<file path="src/rtl/axi_lite_write_arbiter_if.sv">
// axi_lite_write_arbiter_if
//   Bundles the requester side and the write-master side of the arbiter.
//   Requester side : req_valid/req_addr/req_data/req_strb in, req_done/req_err out.
//                    Payloads are packed; requester i sits at [i*W +: W].
//   Master side    : write_en/write_addr_in/write_data_in/strobe_in out, write_done in.
//   Status         : busy, grant_id.
//   modport master : the arbiter's view.
//   modport slave  : the view of the requesters plus the write master.
`ifndef WIDTH_ADDR
`define WIDTH_ADDR 32
`endif
`ifndef WIDTH_DATA
`define WIDTH_DATA 32
`endif

interface axi_lite_write_arbiter_if #(
    parameter int N_REQ  = 4,
    parameter int ADDR_W = `WIDTH_ADDR,
    parameter int DATA_W = `WIDTH_DATA
);
    localparam int IDW = $clog2(N_REQ);

    logic [N_REQ-1:0]        req_valid;
    logic [N_REQ*ADDR_W-1:0] req_addr;
    logic [N_REQ*DATA_W-1:0] req_data;
    logic [N_REQ*4-1:0]      req_strb;
    logic [N_REQ-1:0]        req_done;
    logic [N_REQ-1:0]        req_err;
    logic                    write_en;
    logic [ADDR_W-1:0]       write_addr_in;
    logic [DATA_W-1:0]       write_data_in;
    logic [3:0]              strobe_in;
    logic                    write_done;
    logic                    busy;
    logic [IDW-1:0]          grant_id;

    modport master (
        input  req_valid, req_addr, req_data, req_strb, write_done,
        output req_done, req_err, write_en, write_addr_in, write_data_in,
               strobe_in, busy, grant_id
    );

    modport slave (
        output req_valid, req_addr, req_data, req_strb, write_done,
        input  req_done, req_err, write_en, write_addr_in, write_data_in,
               strobe_in, busy, grant_id
    );
endinterface

</file>
<file path="src/rtl/axi_lite_write_arbiter.sv">
// axi_lite_write_arbiter
//   Shares one AXI4-Lite write-master command port among N_REQ requesters.
//   Round-robin grant, one write in flight, per-requester done/err pulses,
//   watchdog that abandons a write after TIMEOUT cycles (0 disables it).
// Ports
//   clk   : clock, everything on posedge
//   reset : asynchronous, active-high
//   bus   : axi_lite_write_arbiter_if.master (requester + write-master signals)
`ifndef WIDTH_ADDR
`define WIDTH_ADDR 32
`endif
`ifndef WIDTH_DATA
`define WIDTH_DATA 32
`endif

module axi_lite_write_arbiter #(
    parameter int N_REQ   = 4,
    parameter int ADDR_W  = `WIDTH_ADDR,
    parameter int DATA_W  = `WIDTH_DATA,
    parameter int TIMEOUT = 256
) (
    input  logic                   clk,
    input  logic                   reset,
    axi_lite_write_arbiter_if.master bus
);
    localparam int IDW = $clog2(N_REQ);
    // Counter sized to hold TIMEOUT; kept at least 1 bit when disabled.
    localparam int CW  = (TIMEOUT > 0) ? $clog2(TIMEOUT + 1) : 1;
    // Counter starts at 0 on the first WRITE cycle, so TIMEOUT-1 marks the
    // TIMEOUT-th edge spent in WRITE.
    localparam logic [CW-1:0] TMO_LAST = (TIMEOUT > 0) ? CW'(TIMEOUT - 1) : '0;
    localparam logic [CW-1:0] CNT_MAX  = {CW{1'b1}};

    typedef enum logic [1:0] {IDLE, WRITE, RESP} state_t;

    state_t            state, state_nxt;
    logic [IDW-1:0]    ptr;
    logic [IDW-1:0]    grant_id;
    logic [IDW-1:0]    gnt_idx;
    logic              gnt_found;
    logic [N_REQ-1:0]  gnt_oh;
    logic [CW-1:0]     tmo_cnt;
    logic              tmo_hit;
    logic              grant_fire, done_fire, err_fire;
    logic [ADDR_W-1:0] addr_q;
    logic [DATA_W-1:0] data_q;
    logic [3:0]        strb_q;
    logic [N_REQ-1:0]  done_q, err_q;

    // Round-robin scan starting just after the last grant.
    always_comb begin
        gnt_idx   = '0;
        gnt_found = 1'b0;
        for (int k = 1; k <= N_REQ; k++) begin
            if (!gnt_found && bus.req_valid[IDW'((int'(ptr) + k) % N_REQ)]) begin
                gnt_found = 1'b1;
                gnt_idx   = IDW'((int'(ptr) + k) % N_REQ);
            end
        end
    end

    assign tmo_hit = (TIMEOUT != 0) && (tmo_cnt == TMO_LAST);
    assign gnt_oh  = {{(N_REQ-1){1'b0}}, 1'b1} << grant_id;

    always_ff @(posedge clk or posedge reset) begin
        if (reset) state <= IDLE;
        else       state <= state_nxt;
    end

    always_comb begin
        state_nxt  = state;
        grant_fire = 1'b0;
        done_fire  = 1'b0;
        err_fire   = 1'b0;
        case (state)
            IDLE: begin
                if (gnt_found) begin
                    grant_fire = 1'b1;
                    state_nxt  = WRITE;
                end
            end
            WRITE: begin
                // write_done takes priority over a coincident timeout.
                if (bus.write_done) begin
                    done_fire = 1'b1;
                    state_nxt = RESP;
                end else if (tmo_hit) begin
                    err_fire  = 1'b1;
                    state_nxt = RESP;
                end
            end
            RESP:    state_nxt = IDLE;
            default: state_nxt = IDLE;
        endcase
    end

    always_ff @(posedge clk or posedge reset) begin
        if (reset) begin
            ptr      <= IDW'(N_REQ - 1);
            grant_id <= '0;
            addr_q   <= '0;
            data_q   <= '0;
            strb_q   <= '0;
            tmo_cnt  <= '0;
            done_q   <= '0;
            err_q    <= '0;
        end else begin
            done_q <= '0;
            err_q  <= '0;
            if (grant_fire) begin
                ptr      <= gnt_idx;
                grant_id <= gnt_idx;
                addr_q   <= bus.req_addr[gnt_idx*ADDR_W +: ADDR_W];
                data_q   <= bus.req_data[gnt_idx*DATA_W +: DATA_W];
                strb_q   <= bus.req_strb[gnt_idx*4 +: 4];
                tmo_cnt  <= '0;
            end else if (state == WRITE && tmo_cnt != CNT_MAX) begin
                // Saturates rather than wrapping when the watchdog is off.
                tmo_cnt <= tmo_cnt + 1'b1;
            end
            if (done_fire) done_q <= gnt_oh;
            if (err_fire)  err_q  <= gnt_oh;
        end
    end

    // write_en/busy decode straight from state so reset drops them at once.
    assign bus.write_en      = (state == WRITE);
    assign bus.busy          = (state != IDLE);
    assign bus.write_addr_in = addr_q;
    assign bus.write_data_in = data_q;
    assign bus.strobe_in     = strb_q;
    assign bus.grant_id      = grant_id;
    assign bus.req_done      = done_q;
    assign bus.req_err       = err_q;
endmodule
</file>
<file path="src/flat_wrapper.sv">
// flat-port wrapper written by rule: the top's interface ports become plain ports
module axi_lite_write_arbiter_flat 
#(
    parameter int N_REQ   = 4,
    parameter int ADDR_W  = `WIDTH_ADDR,
    parameter int DATA_W  = `WIDTH_DATA,
    parameter int TIMEOUT = 256
)
  (clk, reset, bus_req_valid, bus_req_addr, bus_req_data, bus_req_strb, bus_write_done, bus_req_done, bus_req_err, bus_write_en, bus_write_addr_in, bus_write_data_in, bus_strobe_in, bus_busy, bus_grant_id);
  axi_lite_write_arbiter_if #(.N_REQ(N_REQ), .ADDR_W(ADDR_W), .DATA_W(DATA_W)) bus_i ();
  input  logic clk;
  input  logic reset;
  input wire logic [$bits(bus_i.req_valid)-1:0] bus_req_valid;
  input wire logic [$bits(bus_i.req_addr)-1:0] bus_req_addr;
  input wire logic [$bits(bus_i.req_data)-1:0] bus_req_data;
  input wire logic [$bits(bus_i.req_strb)-1:0] bus_req_strb;
  input wire logic [$bits(bus_i.write_done)-1:0] bus_write_done;
  output wire logic [$bits(bus_i.req_done)-1:0] bus_req_done;
  output wire logic [$bits(bus_i.req_err)-1:0] bus_req_err;
  output wire logic [$bits(bus_i.write_en)-1:0] bus_write_en;
  output wire logic [$bits(bus_i.write_addr_in)-1:0] bus_write_addr_in;
  output wire logic [$bits(bus_i.write_data_in)-1:0] bus_write_data_in;
  output wire logic [$bits(bus_i.strobe_in)-1:0] bus_strobe_in;
  output wire logic [$bits(bus_i.busy)-1:0] bus_busy;
  output wire logic [$bits(bus_i.grant_id)-1:0] bus_grant_id;
  assign bus_i.req_valid = bus_req_valid;
  assign bus_i.req_addr = bus_req_addr;
  assign bus_i.req_data = bus_req_data;
  assign bus_i.req_strb = bus_req_strb;
  assign bus_i.write_done = bus_write_done;
  assign bus_req_done = bus_i.req_done;
  assign bus_req_err = bus_i.req_err;
  assign bus_write_en = bus_i.write_en;
  assign bus_write_addr_in = bus_i.write_addr_in;
  assign bus_write_data_in = bus_i.write_data_in;
  assign bus_strobe_in = bus_i.strobe_in;
  assign bus_busy = bus_i.busy;
  assign bus_grant_id = bus_i.grant_id;
  axi_lite_write_arbiter #(.N_REQ(N_REQ), .ADDR_W(ADDR_W), .DATA_W(DATA_W), .TIMEOUT(TIMEOUT)) u_core (.clk(clk), .reset(reset), .bus(bus_i));
endmodule
</file>
<file path="config.mk">
export PLATFORM = sky130hd
export DESIGN_NAME = axi_lite_write_arbiter_flat
export DESIGN_NICKNAME = d
export VERILOG_FILES = /design/src/rtl/axi_lite_write_arbiter_if.sv /design/src/rtl/axi_lite_write_arbiter.sv /design/src/flat_wrapper.sv
export SDC_FILE = /design/constraint.sdc
export NUM_CORES = 1
export LEC_CHECK = 0
export CORE_AREA = 2 2 137 139
export CTS_CLUSTER_DIAMETER = 40
export DETAILED_ROUTE_END_ITERATION = 6
export DIE_AREA = 0 0 139 141
export PLACE_DENSITY_LB_ADDON = 0.1
export SYNTH_ARGS = -nofsm -noshare
export SYNTH_HDL_FRONTEND = slang
export SYNTH_SLANG_ARGS = --single-unit
</file>
<file path="constraint.sdc">
create_clock -name clk -period 4.52 [get_ports clk]
set_input_delay 0.904 -clock clk [delete_from_list [all_inputs] [get_ports clk]]
set_output_delay 0.904 -clock clk [all_outputs]
set_load 0.005 [all_outputs]
</file>
==> reports/results.txt <==
Antenna-violating nets left: 0
CP startpoint kind: input port
WS Path Type: in2reg
Synth async-reset ratio: 100%
Area after DPL: 8960 um2
Outcome: finished, final reports clean
Cells after Synth: 486
Clock Tree Root: clkbuf_16
Sequential area share after synthesis: 43.8%
Final setup fails: 0
Setup Buffers After CTS: 0
Layout area overhead: 77.9%
CTS tree: built
Unique masters post-synth: 35
H-tree depth: 3
Die area: 19,600 um2
DRC: 0
Congestion Overflow GR: 0
Pins Over Slew Limit: 0
Filler Cell Count: 1,618
Clk buf depth: 2
Nets: 1,108
Starting Density: 28.5%
Final Critical Period: 2.96 ns
Final hold vios: 0
Critical Path Fanout Max: 37
Initial antenna violation count: 0
Worst R2R Start: u_core.ptr[0]
Pleak: 4.04 nW
Mapped Nets: 768
Hold path depth: 2
Post-Syn Area: 5210 um2
First-pass GRT wire length: 30.9 mm
Hold endpoint: u_core.bus.write_data_in[8]
Rel. slew slack: 49.0%
Reg2reg path depth: 5
Input/output buffers: 358
Die span in y: 141 um
Clock Latency Late Sink: 0.35 ns
Share of cells above drive strength 1: 4.33%
Cell taking the most area after synthesis: dfrtp_1
Io pins: 359
Hpwl dp: 15.5 mm
Clock Sink Count: 91
Routed WL: 19.9 mm
Yosys warnings: 0
Post-synth EDFFs: 0
Worst reg2reg setup slack: 2.06 ns
Largest net degree at the start of global routing: 71
Ranking of synthesized cells by area: dfrtp_1 43%, mux2i_1 26%, o221ai_1 11%
Yosys top cell area share: 42.7%
Top FF cell, synth: dfrtp_1
# Max-Cap Violations: 0
Chip width: 139 um
Worst-path clk slew: 0.06 ns
Core ar.: 18,300 um2
R2R Path End: u_core.bus.write_addr_in[7]
Most common cell after layout, fill and taps aside: clkdlybuf4s50_1
Seq cells post-synth: 91
Pwr/cell area: 517 nW/um2
Setup_tns: 0 ns
Initial DRC count: 203
Syn avg cell area: 10.7 um2
Ant diodes: 0
DR pass1 iterations: 4
RSZ-0062 raised after global routing: no
Final period util: 65.5%
Worst slew pin tran: 0.765 ns
Routability-driven placement congestion ratio: 0.898
Gr usage total: 19.9%
Fmax: 0.338 GHz
Resized Gates After CTS: 0
HP Class: reg2reg
Crit. End Element: flip-flop
DR vias: 5,230
CP arrival: 3.16 ns
Row Count: 50
Finished layout cell area: 9270 um2
CTS Buf Count: 9
Post-cts hold buffer count: 0
Critical path data required time: 4.71 ns
Vias in the first global route: 5,426
Vias per inst: 4.91
Max VDD drop: 0.000454 V
Hold Startpoint: u_core.bus.write_data_in[8]
Average wire per standard cell: 18.7 um
Final Skew: 0.0107 ns
Most frequent cells in the layout: 358 x clkdlybuf4s50_1, 136 x mux2i_1, 89 x dfrtp_1, 77 x nand2_1, 67 x o221ai_1
==> per-layer routing <==
| layer | vias to the layer above | GRT usage (%) | part of all wire [%] | wire, um |
|---|---|---|---|---|
| li1 | 2502 | - | - | - |
| met1 | 2482 | 23.6 | 39 | 7770 |
| met2 | 225 | 36.1 | 52 | 10400 |
| met3 | 21 | 4.72 | 7.0 | 1390 |
| met4 | 0 | 5.64 | 1.6 | 325 |
| met5 | - | 0 | 0 | 0 |
==> cells in the mapped netlist (all sizes together), types with 4 or more instances <==
master	n
mux2i	136
dfrtp	89
nand2	78
o221ai	67
buf	25
nor2	23
clkbuf	13
o21ai	7
a21oi	6
inv	5
nand2b	4
==> area by class of cell <==
type | count | area (um2) | area share, %
flip-flops and latches | 91 | 2280 | 24.6
well taps | 234 | 293 | 3.16
clock inverters | 7 | 82.6 | 0.891
multi-input cells | 352 | 2680 | 28.9
inverters | 5 | 21.3 | 0.230
clock buffers | 9 | 225 | 2.43
repair buffers | 367 | 3690 | 39.8
==> state kept, by name, summed over array words and instances (netlist names) <==
name	flops
u_core.bus.write_addr_in	32
u_core.tmo_cnt	9
u_core.ptr	2
u_core.bus.req_err	4
u_core.bus.req_done	4
u_core.bus.grant_id	2
u_core.bus.strobe_in	4
u_core.state	2
u_core.bus.write_data_in	32
==> worst max-delay path by stage <==
stage	startpoint	end	slack [ns]	cells after the start
after global placement	bus_req_valid[3]	u_core.bus.write_addr_in[30]	1.28	6
after detailed placement	bus_req_valid[3]	u_core.bus.write_addr_in[12]	1.21	6
after floorplan	reset	u_core.bus.grant_id[0]	1.26	1
final	bus_req_valid[3]	u_core.bus.write_addr_in[7]	1.56	6
after CTS	bus_req_valid[3]	u_core.bus.write_addr_in[12]	1.59	6
after global routing	bus_req_valid[3]	u_core.bus.write_addr_in[13]	1.41	6
==> metrics by stage <==
step	util, %	hold WS [ns]	instances	power (mW)	setup slack, ns
floorplan	-	0.480	486	2.80	1.26
global placement	49.0	0.468	1049	3.98	1.28
detailed placement	49.0	0.472	1049	4.05	1.21
CTS	50.7	0.491	1065	4.86	1.59
global route	50.7	0.503	1065	5.12	1.41
finish	50.7	0.488	1065	4.79	1.56
==> critical path: stages <==
cell             delay (ns)
clkdlybuf4s50_1        0.50
and3b_1                0.21
o32ai_1                0.37
or2_2                  0.69
buf_12                 0.29
o221ai_1               0.16
==> report_power, final <==
part	internal, mW	total, mW	switching (mW)
Combinational	1.42	2.61	1.19
Clock	0.439	0.790	0.351
Sequential	1.18	1.39	0.211
Total	3.03	4.79	1.76
==> cells by family after synthesis <==
group,synth area share [%]
flops,43.8
compound gates,13.9
xor+xnor,0.673
simple gates,9.89
fa+ha+maj,0.721
mux,26.1
buf+inv,4.90
No activity file was read; power rests on OpenSTA's default activity.
